## config.mk

```make
export PLATFORM = sky130hd
export DESIGN_NAME = parity_stream_decoder
export DESIGN_NICKNAME = d
export VERILOG_FILES = /design/src/rtl/parity_stream_decoder.sv
export SDC_FILE = /design/constraint.sdc
export NUM_CORES = 1
export LEC_CHECK = 0
export ABC_AREA = 0
export ABC_CLOCK_PERIOD_IN_PS = 4500
export CAP_MARGIN = 25
export CORE_MARGIN = 5
export CORE_UTILIZATION = 55
export CTS_BUF_LIST = sky130_fd_sc_hd__clkbuf_4 sky130_fd_sc_hd__clkbuf_8 sky130_fd_sc_hd__clkbuf_16
export DETAILED_ROUTE_END_ITERATION = 10
export GPL_TIMING_DRIVEN = 1
export PLACE_DENSITY = 0.84
export SETUP_SLACK_MARGIN = 0.3
export SKIP_LAST_GASP = 1
export SLEW_MARGIN = 10
export SYNTH_ARGS = -nofsm -noshare
export SYNTH_HDL_FRONTEND = slang
export SYNTH_SLANG_ARGS = --single-unit
```

## constraint.sdc

```tcl
create_clock -name clk -period 4.5 [get_ports clk]
set_input_delay 1.35 -clock clk [delete_from_list [all_inputs] [get_ports clk]]
set_output_delay 1.35 -clock clk [all_outputs]
set_load 0.05 [all_outputs]
```

## src/rtl/parity_stream_decoder.sv

```systemverilog
// Parity-checking word decoder with valid/ready on both sides and a 2-entry output buffer.
// Counts accepted words that fail the parity check in a saturating counter.
module parity_stream_decoder #(
  parameter int unsigned DATA_WIDTH = 8,
  parameter bit          PARITY_ODD = 1'b0,
  parameter bit          DROP_ERR   = 1'b0,
  parameter int unsigned CNT_WIDTH  = 16
) (
  input  logic                  clk,
  input  logic                  arst_n,
  input  logic [DATA_WIDTH:0]   in_data,
  input  logic                  in_valid,
  output logic                  in_ready,
  output logic [DATA_WIDTH-1:0] out_byte,
  output logic                  out_err,
  output logic                  out_valid,
  input  logic                  out_ready,
  input  logic                  cnt_clr,
  output logic [CNT_WIDTH-1:0]  err_cnt
);

  typedef enum logic [1:0] {StEmpty, StOne, StFull} state_e;

  // Each entry is {err, data}; slot0 always holds the oldest word.
  state_e                state_q, state_d;
  logic [DATA_WIDTH:0]   slot0_q, slot0_d;
  logic [DATA_WIDTH:0]   slot1_q, slot1_d;
  logic [CNT_WIDTH-1:0]  cnt_q, cnt_d;

  logic                  word_err;
  logic                  accept;
  logic                  push;
  logic                  pop;
  logic [DATA_WIDTH:0]   new_entry;

  assign word_err  = (^in_data) ^ PARITY_ODD;
  assign accept    = in_valid && in_ready;
  assign push      = accept && !(DROP_ERR && word_err);
  assign pop       = out_valid && out_ready;
  // With dropping enabled only clean words are stored, so the stored flag is always 0.
  assign new_entry = {word_err && !DROP_ERR, in_data[DATA_WIDTH-1:0]};

  // Ready comes from registered state only; held low while reset is asserted.
  assign in_ready  = arst_n && (state_q != StFull);
  assign out_valid = (state_q != StEmpty);
  assign out_byte  = slot0_q[DATA_WIDTH-1:0];
  assign out_err   = slot0_q[DATA_WIDTH];
  assign err_cnt   = cnt_q;

  always_comb begin
    state_d = state_q;
    slot0_d = slot0_q;
    slot1_d = slot1_q;
    unique case (state_q)
      StEmpty: begin
        if (push) begin
          slot0_d = new_entry;
          state_d = StOne;
        end
      end
      StOne: begin
        if (push && !pop) begin
          slot1_d = new_entry;
          state_d = StFull;
        end else if (!push && pop) begin
          state_d = StEmpty;
        end else if (push && pop) begin
          slot0_d = new_entry;
        end
      end
      StFull: begin
        if (pop) begin
          slot0_d = slot1_q;
          state_d = StOne;
        end
      end
      default: state_d = StEmpty;
    endcase
  end

  always_comb begin
    cnt_d = cnt_q;
    if (cnt_clr) begin
      cnt_d = '0;
    end else if (accept && word_err && (cnt_q != {CNT_WIDTH{1'b1}})) begin
      cnt_d = cnt_q + CNT_WIDTH'(1);
    end
  end

  always_ff @(posedge clk or negedge arst_n) begin
    if (!arst_n) begin
      state_q <= StEmpty;
      slot0_q <= '0;
      slot1_q <= '0;
      cnt_q   <= '0;
    end else begin
      state_q <= state_d;
      slot0_q <= slot0_d;
      slot1_q <= slot1_d;
      cnt_q   <= cnt_d;
    end
  end

endmodule

```

==> qor.yml <==
setup_path:
  path_max_fanout: 19
  crit_type: "input pin to flip-flop"
  critPathRequiredTime_ns: 4.68
  r2r_start: "state_q[0]"
  cp.arrival_ns: 3.62
  startpoint: "in_data[4]"
  crit_path_end_kind: "flip-flop"
  startpoint_type: "input pin"
pwr:
  peakVddDrop_mv: 0.215
  seqPwrFrac_pct: 41.7
  power_density_mw_per_mm2: 381
  comb_power_share_pct: 33.5
  swShare_pct: 35.5
  power_mw: 1.01
  p_leak_nw: 1.04
  p_clk_share_pct: 24.8
  p_int_mw: 0.649
  switchingPower_mw: 0.357
final_layout:
  drive_above_1_share_pct: 15.8
  fin_cells: 301
  final_common_cell: "clkdlybuf4s50_1"
  area_growth_pct: 23.9
  nFillCells: 285
  final_nets: 267
  fin_util_pct: 71.1
  n_antenna_cell: 0
  layout_common_cells: "clkdlybuf4s50_1, dfrtp_1, nor2_1, nand2_1, mux2_2"
  stdcell_area_sq_mm: 0.00264
job:
  cap_violations: 0
global_routing:
  grt_max_degree: 29
  grt_pass1_vias: 1699
  antenna_found_initial: 0
  grt_pass1_wl_um: 8190
  grt_usage_pct: 20.0
  overflow: 0
timing:
  finalSetupViolCount: 0
  period_minus_slack_ns: 3.44
  fmax_mhz: 290
  drv_slew: 0
  fin_ws_ns: 1.06
  slew_headroom_pct: 35.1
  holdWs_ns: 0.499
  tns_ns: 0
  worst_slew_pin_slew_ns: 0.972
  fin_skew_ns: 0.00427
  rsz0062_at_grt: "false"
  fin_crit_sh_pct: 76.5
  finalHoldViolations: 0
logic_synthesis:
  synth_simple_gate_area_share_pct: 28.0
  syn_nets: 229
  synth_area_per_cell_sq_um: 9.96
  yosysSeqAreaShare_pct: 42.3
  syn-cell-area_sq_mm: 0.00213
  synth_fa_ha_area_share_pct: 0.587
  synthXorXnorAreaFrac_pct: 5.34
  async_flop_share_pct: 100
  synth_compound_area_share_pct: 8.57
  ys_types: 43
  synthMuxAreaShare_pct: 11.8
  synth-edff-count: 0
  postSynthCellCount: 214
  yosysWarnings: 0
  ys_ff_latch: 36
  synth_top_family_by_area: "simple AND/OR/NAND/NOR gates"
  ys.flop_type: "dfrtp_1"
clocking:
  cts-buffers-inserted: 5
  clkTransAtPathRegs_ns: 0.07
  cts_hold_buf: 0
  cts_num_sinks: 36
  cts_tree: "done"
  cts_setup_buffers: 0
  cts_max_path_buffers: 2
  clockRootBuffer: "clkbuf_8"
  insertion_delay_ns: 0.29
  htree_num_levels: 2
  cts.repair.resized: 0
die:
  core_sq_mm: 0.00372
  initial_utilization_pct: 57.4
  fp.dieH_um: 72.3
  die-area_sq_mm: 0.00522
  row_count: 22
  chipWidth_um: 72.3
  io-pin-count: 41
routing:
  vias: 1796
  routedWlPerCell_um: 16.0
  first_iter_violations: 205
  finalWirelength_um: 4830
  dr.pass1.iters: 4
  remaining_drc_errors: 0
  ant_nets: 0
  viasPerCell: 5.97
min_path:
  worstHoldPathType: "flip-flop to flip-flop"
  hp-start: "slot0_q[8]"
outcome:
  status: "finished, final reports clean"
place:
  dpl_cell_area_sq_mm: 0.00254
  place_inst: 293
  place.gp.congestion: 0.853
  dp_hpwl_um: 3380
  place_worst_setup_slack_ns: 0.759
  port_buffers: 40
## state kept, by name (all words and copies together), names as in the netlist
register	count
err_cnt	16
slot0_q	9
slot1_q	9
state_q	2
## power groups by stage
stage | Combinational (mW) | Clock (mW) | Sequential [mW]
CTS | 0.338 | 0.251 | 0.420
global placement | 0.331 | 0 | 0.421
global route | 0.357 | 0.267 | 0.428
finish | 0.337 | 0.249 | 0.420
floorplan | 0.161 | 0 | 0.503
detailed placement | 0.337 | 0 | 0.426
## final timing paths
kind / endpoint / slack, ns / cells past startpoint
max: err_cnt[10] / 1.06 / 6
min: slot0_q[8] / 0.50 / 1
max reg2reg: slot0_q[8] / 2.15 / 5
min reg2reg: slot0_q[8] / 0.50 / 1
max in group asynchronous: slot0_q[2] / 2.90 / 2
min in group asynchronous: err_cnt[2] / 0.96 / 1
## critical path, cell delays in order
cell,delay [ns]
clkdlybuf4s50_1,0.52
xor2_1,0.18
xnor3_2,0.53
xnor2_4,0.29
nor4_1,0.39
mux2_2,0.37
## cell usage after synthesis, types with 2 or more instances
cell type	instances	area (sq um)
a31oi_1	9	56.3
nand2b_1	4	25.0
nor3_1	2	10.0
or2_2	2	12.5
nand4b_1	2	17.5
inv_1	5	18.8
and4_1	2	17.5
o41ai_1	2	17.5
a21oi_1	4	20.0
nor4_1	8	50.1
nand4_1	7	43.8
o21ai_0	3	15.0
xor2_1	2	17.5
nor4b_1	3	26.3
o21a_1	2	15.0
clkbuf_1	5	18.8
nand3_1	9	45.0
xnor2_4	2	55.1
mux2_4	2	30.0
nor2_1	24	90.1
xnor2_1	2	17.5
dfrtp_1	36	901
mux2_2	16	180
buf_2	5	25.0
and3_1	4	25.0
nor2b_1	12	75.1
nor4_4	2	42.5
mux2i_1	3	30.0
o211ai_1	3	22.5
nand2_1	19	71.3
## layout make-up
cell class	count	area, sq um	share of cell area [%]
inverter	5	18.8	0.710
sequential	36	901	34.1
multi-input combinational	162	1160	43.8
tap	48	60.1	2.27
clock buffer	8	97.6	3.69
timing repair buffer	42	408	15.4
## cells by family after synthesis
group | count (synthesis)
AOI/OAI and AO/OA | 27
xor gates and xnor gates | 7
adders and majority gates | 1
buffers and inverters | 16
DFF | 36
muxes | 22
and+or+nand+nor | 105
## metal layers
layer | part of all wire [%] | track usage (%) | routed length, um
met1 | 44 | 26.3 | 2110
met2 | 49 | 32.1 | 2350
met3 | 6.7 | 6.09 | 325
met4 | 0.89 | 5.01 | 43
met5 | 0 | 0 | 0
No activity file was read; power rests on OpenSTA's default activity.
